--- src/rtl/servo_pkg.sv ---
// Shared constants and types for the pan/tilt servo request scheduler.
// Holds the default position geometry, requester count and priority helpers.
package servo_pkg;

  localparam int DEF_POS_W  = 8;
  localparam int DEF_CENTER = 128;
  localparam int N_REQ      = 3;

  typedef logic [1:0]       req_idx_t;
  typedef logic [N_REQ-1:0] grant_oh_t;

  // Lowest asserted index wins; callers qualify the result with |vld.
  function automatic req_idx_t pick_winner(input logic [N_REQ-1:0] vld);
    req_idx_t idx;
    idx = '0;
    for (int i = N_REQ - 1; i >= 0; i--) begin
      if (vld[i]) idx = req_idx_t'(i);
    end
    return idx;
  endfunction

  function automatic grant_oh_t idx_to_onehot(input req_idx_t idx);
    return grant_oh_t'(1) << idx;
  endfunction

endpackage

--- src/rtl/servo_axis_channel.sv ---
// One servo axis: current/target position, bounded slew per frame, and the
// PWM pulse whose width is latched from the post-step position at each frame edge.
module servo_axis_channel #(
  parameter int FRAME_CYC = 2_000_000,
  parameter int MIN_CYC   = 100_000,
  parameter int STEP_CYC  = 392,
  parameter int POS_W     = 8,
  parameter int CENTER    = 128,
  parameter int SLEW      = 4,
  parameter int CNT_W     = $clog2(FRAME_CYC)
) (
  input  logic             i_clk,
  input  logic             i_rst_n,
  input  logic             i_frame_edge,
  input  logic             i_step_en,
  input  logic             i_load_tgt,
  input  logic [POS_W-1:0] i_new_tgt,
  output logic [POS_W-1:0] o_cur_nxt,
  output logic [POS_W-1:0] o_tgt_nxt,
  output logic             o_pulse
);

  localparam logic signed [POS_W:0] SLEW_P = (POS_W+1)'(SLEW);
  localparam logic signed [POS_W:0] SLEW_N = -SLEW_P;

  logic [POS_W-1:0]      r_cur;
  logic [POS_W-1:0]      r_tgt;
  logic [CNT_W-1:0]      r_left;
  logic                  r_pulse;
  logic signed [POS_W:0] w_diff;
  logic [POS_W-1:0]      w_stepped;
  logic [CNT_W-1:0]      w_width;

  // Extra sign bit keeps the difference exact, so the step can never wrap.
  always_comb begin
    w_diff = $signed({1'b0, r_tgt}) - $signed({1'b0, r_cur});
    if (w_diff > SLEW_P) begin
      w_stepped = r_cur + POS_W'(SLEW);
    end else if (w_diff < SLEW_N) begin
      w_stepped = r_cur - POS_W'(SLEW);
    end else begin
      w_stepped = r_tgt;
    end
  end

  always_comb begin
    o_cur_nxt = r_cur;
    o_tgt_nxt = r_tgt;
    if (i_frame_edge && i_step_en) begin
      o_cur_nxt = w_stepped;
      if (i_load_tgt) begin
        o_tgt_nxt = i_new_tgt;
      end
    end
  end

  assign w_width = CNT_W'(MIN_CYC) + CNT_W'(o_cur_nxt) * CNT_W'(STEP_CYC);

  // Pulse rises on the frame edge; the down-counter drops it after w_width cycles.
  always_ff @(posedge i_clk) begin
    if (!i_rst_n) begin
      r_cur   <= POS_W'(CENTER);
      r_tgt   <= POS_W'(CENTER);
      r_left  <= '0;
      r_pulse <= 1'b0;
    end else begin
      r_cur <= o_cur_nxt;
      r_tgt <= o_tgt_nxt;
      if (i_frame_edge) begin
        r_pulse <= 1'b1;
        r_left  <= w_width - CNT_W'(1);
      end else if (r_pulse) begin
        if (r_left == '0) begin
          r_pulse <= 1'b0;
        end else begin
          r_left <= r_left - CNT_W'(1);
        end
      end
    end
  end

  assign o_pulse = r_pulse;

endmodule

--- src/rtl/servo_request_scheduler.sv ---
// Single owner of the pan/tilt servo PWM outputs: frames time, arbitrates
// requesters once per frame under fixed priority, and drives both axis channels.
module servo_request_scheduler
  import servo_pkg::*;
#(
  parameter int FRAME_CYC = 2_000_000,
  parameter int MIN_CYC   = 100_000,
  parameter int STEP_CYC  = 392,
  parameter int POS_W     = DEF_POS_W,
  parameter int CENTER    = DEF_CENTER,
  parameter int SLEW      = 4
) (
  input  logic                   sysclk,
  input  logic                   reset,
  input  logic [N_REQ-1:0]       req_vld,
  input  logic [N_REQ*POS_W-1:0] req_x,
  input  logic [N_REQ*POS_W-1:0] req_y,
  input  logic                   hold,
  output logic [N_REQ-1:0]       req_ack,
  output logic [N_REQ-1:0]       grant,
  output logic                   busy,
  output logic                   frame_tick,
  output logic                   Pulse_X,
  output logic                   Pulse_Y
);

  localparam int               CNT_W    = $clog2(FRAME_CYC);
  localparam logic [CNT_W-1:0] LAST_CNT = CNT_W'(FRAME_CYC - 1);

  logic [CNT_W-1:0] r_frame_cnt;
  logic             r_tick;
  logic [N_REQ-1:0] r_ack;
  logic [N_REQ-1:0] r_grant;
  logic             r_busy;

  logic             w_frame_edge;
  logic             w_accept;
  req_idx_t         w_win;
  grant_oh_t        w_win_oh;
  logic [POS_W-1:0] w_new_x;
  logic [POS_W-1:0] w_new_y;
  logic [POS_W-1:0] w_cur_x;
  logic [POS_W-1:0] w_tgt_x;
  logic [POS_W-1:0] w_cur_y;
  logic [POS_W-1:0] w_tgt_y;
  logic             w_pulse_x;
  logic             w_pulse_y;

  assign w_frame_edge = (r_frame_cnt == LAST_CNT);
  assign w_win        = pick_winner(req_vld);
  assign w_win_oh     = idx_to_onehot(w_win);
  assign w_accept     = w_frame_edge && !hold && (|req_vld);
  assign w_new_x      = req_x[int'(w_win) * POS_W +: POS_W];
  assign w_new_y      = req_y[int'(w_win) * POS_W +: POS_W];

  servo_axis_channel #(
    .FRAME_CYC (FRAME_CYC),
    .MIN_CYC   (MIN_CYC),
    .STEP_CYC  (STEP_CYC),
    .POS_W     (POS_W),
    .CENTER    (CENTER),
    .SLEW      (SLEW),
    .CNT_W     (CNT_W)
  ) u_axis_x (
    .i_clk        (sysclk),
    .i_rst_n      (reset),
    .i_frame_edge (w_frame_edge),
    .i_step_en    (!hold),
    .i_load_tgt   (w_accept),
    .i_new_tgt    (w_new_x),
    .o_cur_nxt    (w_cur_x),
    .o_tgt_nxt    (w_tgt_x),
    .o_pulse      (w_pulse_x)
  );

  servo_axis_channel #(
    .FRAME_CYC (FRAME_CYC),
    .MIN_CYC   (MIN_CYC),
    .STEP_CYC  (STEP_CYC),
    .POS_W     (POS_W),
    .CENTER    (CENTER),
    .SLEW      (SLEW),
    .CNT_W     (CNT_W)
  ) u_axis_y (
    .i_clk        (sysclk),
    .i_rst_n      (reset),
    .i_frame_edge (w_frame_edge),
    .i_step_en    (!hold),
    .i_load_tgt   (w_accept),
    .i_new_tgt    (w_new_y),
    .o_cur_nxt    (w_cur_y),
    .o_tgt_nxt    (w_tgt_y),
    .o_pulse      (w_pulse_y)
  );

  // busy follows the channels' next-state values so it settles on the same edge.
  always_ff @(posedge sysclk) begin
    if (!reset) begin
      r_frame_cnt <= LAST_CNT;
      r_tick      <= 1'b0;
      r_ack       <= '0;
      r_grant     <= '0;
      r_busy      <= 1'b0;
    end else begin
      r_frame_cnt <= w_frame_edge ? '0 : r_frame_cnt + CNT_W'(1);
      r_tick      <= w_frame_edge;
      r_ack       <= w_accept ? w_win_oh : '0;
      if (w_accept) begin
        r_grant <= w_win_oh;
      end
      r_busy <= (w_cur_x != w_tgt_x) || (w_cur_y != w_tgt_y);
    end
  end

  assign req_ack    = r_ack;
  assign grant      = r_grant;
  assign busy       = r_busy;
  assign frame_tick = r_tick;
  assign Pulse_X    = w_pulse_x;
  assign Pulse_Y    = w_pulse_y;

endmodule
--- config.mk ---
export PLATFORM = sky130hd
export DESIGN_NAME = servo_request_scheduler
export DESIGN_NICKNAME = d
export VERILOG_FILES = /design/src/rtl/servo_pkg.sv /design/src/rtl/servo_axis_channel.sv /design/src/rtl/servo_request_scheduler.sv
export SDC_FILE = /design/constraint.sdc
export NUM_CORES = 1
export LEC_CHECK = 0
export ABC_AREA = 1
export CAP_MARGIN = 15
export CORE_MARGIN = 3
export CORE_UTILIZATION = 56
export CTS_BUF_LIST = sky130_fd_sc_hd__clkbuf_4 sky130_fd_sc_hd__clkbuf_8
export DETAILED_ROUTE_END_ITERATION = 6
export PLACE_DENSITY = 0.84
export SLEW_MARGIN = 20
export SYNTH_ARGS = -nofsm -noshare
export SYNTH_HDL_FRONTEND = slang
export SYNTH_SLANG_ARGS = --single-unit
--- constraint.sdc ---
create_clock -name sysclk -period 5.3 [get_ports sysclk]
set_input_delay 0.53 -clock sysclk [delete_from_list [all_inputs] [get_ports sysclk]]
set_output_delay 0.53 -clock sysclk [all_outputs]
set_load 0.01 [all_outputs]
==> flow_summary.toml <==
[place]
place_inst = 1828
port-buffer-count = 63
place.gp.congestion = 0.995
post-dp-hpwl_microns = 21500

[clock_network]
tritoncts_num_sinks = 105
cts_buffer_depth = 2
cts_tree = "yes"
number_of_buffers_added_by_the_clock_tree_synthesis_step = 9
clkSlewWorstSetupHoldPaths_ns = 0.11
clock_tree.htree_level_count = 3
clock_latency_ns = 0.42
cts-root-buf = "sky130_fd_sc_hd__clkbuf_8"

[worst_setup_path]
worst_setup_sp_type = "flop"
critical_path_required_ns = 5.63
critPathSlowestCell = "sky130_fd_sc_hd__fa_1"
critPathKind = "reg -> reg"
critPathMostFrequentCell = "sky130_fd_sc_hd__inv_2"
arrival_ns = 6.05
critical_path.endpoint_type = "flop"
critical_path.max_stage_delay_ns = 0.59
critical_path_peak_fanout = 5

[floorplanning]
row_count = 47
io-pin-count = 64
fp.dieW_microns = 138
effective_utilization_at_floorplan_pct = 58.0
placeableCoreArea_sq_mm = 0.0168
die_y_microns = 138
die_area_sq_mm = 0.0190

[synth]
synthDominantCellAreaShare_pct = 21.6
yosys.cell_count.top_type = "sky130_fd_sc_hd__nand2_1"
ys_dominant_reg_cell = "sky130_fd_sc_hd__dfxtp_1"
netlist_instances = 1459
yosysSeqAreaShare_pct = 21.6
netlist_area_sq_mm = 0.00972
synth.cells.most_frequent = "sky130_fd_sc_hd__nand2_1 (256), sky130_fd_sc_hd__inv_1 (202), sky130_fd_sc_hd__nor2_1 (154), sky130_fd_sc_hd__nand3_1 (134), sky130_fd_sc_hd__dfxtp_1 (105)"
yosys_warnings = 0
synth_top_cells_by_area = "sky130_fd_sc_hd__dfxtp_1 (22%), sky130_fd_sc_hd__ha_1 (11%), sky130_fd_sc_hd__nand2_1 (9.9%)"
ys_async_sr_fraction_pct = 0
synth_cell_types = 63
synth.largest_area_cell = "sky130_fd_sc_hd__dfxtp_1"
synth-edff-count = 0
syn-num-nets = 1604
postSynthRegisterBits = 105
avgSynthCellArea_sq_um = 6.66

[power_and_ir_drop]
vdd_ir_drop_max_uv = 381
power.leakage_nw = 6.03
power_per_cell_area_mw_per_mm2 = 663
totalPowerFinal_mw = 8.51

[finish]
layout-drive-gt1-share_pct = 26.1
syn2layout_area_growth_pct = 32.1
finish.cell_count_without_fillers = 1881
n_antenna_cell = 0
num-nets-final = 1801
final.fill_count = 1054

[detailed_routing]
route.detailed.vias_per_inst = 5.96
firstDrtPassIters = 7
route.vias.total = 11219
drt_first_iter_violations = 1156
wl_microns = 33800
remaining_drc_errors = 2
final_ant_viol_nets = 0
detail_route.wl_per_cell_microns = 18.0

[grt]
grt_use_met3_pct = 4.49
grt_antenna_before_repair = 0
grt.met1_usage_pct = 36.5
grt_usage_pct = 30.5
number_of_global_route_vias_before_repair = 10215
grt-busiest-layer = "met2"
grt_first_pass_wirelength_microns = 47200
grt_max_degree = 53
grt.overflow.total = 0
global_route.usage.met2_pct = 53.3

[run_status]
status = "finished with violations"
violations = "DRC, setup timing"

[timing]
timing.setup.tns_ns = -3.01
max-slew-margin-rel_pct = 43.7
timing.fmax_ghz = 0.175
post_route_worst_setup_slack_ns = -0.417
slew_violations = 0
setup_viol_count_final = 13
final_hold_viol_count = 0
rsz0062_at_grt = "yes"
fin_crit_sh_pct = 108
period_minus_slack_ns = 5.72
worst_slew_pin_slew_ns = 0.841
finClkSkew_ns = 0.0382

[hold_path]
timing.hold.worst.class = "reg -> reg"

[run]
max_cap_viols = 0
## per-stage QoR
step	util (%)	hold slack (ns)	cell area (sq um)	worst slack, ns
floorplan	-	0.422	9760	0.00924
global placement	68.1	0.433	11400	-0.150
detailed placement	68.1	0.452	11400	-0.333
CTS	72.0	0.467	12100	-0.0708
global route	76.6	0.496	12800	-0.638
finish	76.6	0.464	12800	-0.417
## cells by family after synthesis
| family | share of synthesized area, % |
|---|---|
| AOI/OAI and AO/OA | 13.8 |
| xor gates and xnor gates | 7.48 |
| adders and majority gates | 12.3 |
| buffers and inverters | 10.2 |
| DFF | 21.6 |
| and+or+nand+nor | 34.6 |
## layout by cell type, fill, tap and decap left out, types with 51 or more instances in the layout
| cell type | count |
|---|---|
| sky130_fd_sc_hd__a21oi_1 | 51 |
| sky130_fd_sc_hd__buf_4 | 146 |
| sky130_fd_sc_hd__clkdlybuf4s50_1 | 63 |
| sky130_fd_sc_hd__dfxtp_1 | 99 |
| sky130_fd_sc_hd__inv_1 | 178 |
| sky130_fd_sc_hd__nand2_1 | 233 |
| sky130_fd_sc_hd__nand3_1 | 120 |
| sky130_fd_sc_hd__nor2_1 | 143 |
| sky130_fd_sc_hd__o21ai_0 | 70 |
| sky130_fd_sc_hd__xor2_1 | 58 |
## metal layers
metal	wire, microns	up-vias	part of all wire [%]
li1	-	5181	-
met1	12800	5131	38
met2	15900	693	47
met3	3140	214	9.3
met4	2030	0	6.0
met5	0	-	0
## sequential cells by signal, summed over array words and instances, names as in the netlist
signal	cells
u_axis_y.o_pulse	1
grant	3
r_frame_cnt	21
busy	1
u_axis_x.r_cur	8
u_axis_x.o_pulse	1
u_axis_x.r_left	21
frame_tick	1
u_axis_y.r_left	21
req_ack	3
u_axis_y.r_cur	8
u_axis_x.r_tgt	8
u_axis_y.r_tgt	8
## final timing paths
check                                                       from                               end  slack, ns  cells past startpoint
worst max-delay path                u_axis_y.r_tgt[0]$_SDFF_PN0_  u_axis_y.r_left[15]$_SDFFE_PN0P_      -0.42                     35
worst min-delay path            u_axis_x.r_left[20]$_SDFFE_PN0P_  u_axis_x.r_left[20]$_SDFFE_PN0P_       0.46                      2
worst max register to register      u_axis_y.r_tgt[0]$_SDFF_PN0_  u_axis_y.r_left[15]$_SDFFE_PN0P_      -0.42                     35
worst min register to register  u_axis_x.r_left[20]$_SDFFE_PN0P_  u_axis_x.r_left[20]$_SDFFE_PN0P_       0.46                      2
## worst max-delay path, delay by kind of cell (launching register included)
kind | cells | cell delay, ns
AOI/OAI and AO/OA | 8 | 1.09
xor gates and xnor gates | 2 | 0.47
adders and majority gates | 5 | 1.74
buffers and inverters | 6 | 0.58
DFF | 1 | 0.33
and+or+nand+nor | 14 | 1.43
## area by class of cell
cell class	instances	area, sq um	share of cell area, %
well taps	220	275	2.14
clock buffers	10	138	1.07
inverters	221	836	6.51
clock inverters	6	48.8	0.380
repair buffers	220	1860	14.5
multi-input cells	1099	7570	58.9
flip-flops and latches	105	2110	16.4
## report_power, final
group / internal (mW) / leakage, nW / switching (mW) / total [mW]
clock: 0.190 / 0.0912 / 0.322 / 0.512
combinational: 2.79 / 5.09 / 3.98 / 6.77
sequential: 1.00 / 0.856 / 0.228 / 1.23
total: 3.98 / 6.03 / 4.53 / 8.51
## what timing repair did
action	4_1_cts	5_1_grt
gates resized for setup	74	131
pin swaps	73	84
setup endpoints to repair	13	14
setup buffers	16	22
hold buffers	0	0
Note: power is estimated with default switching activity, not from simulation.
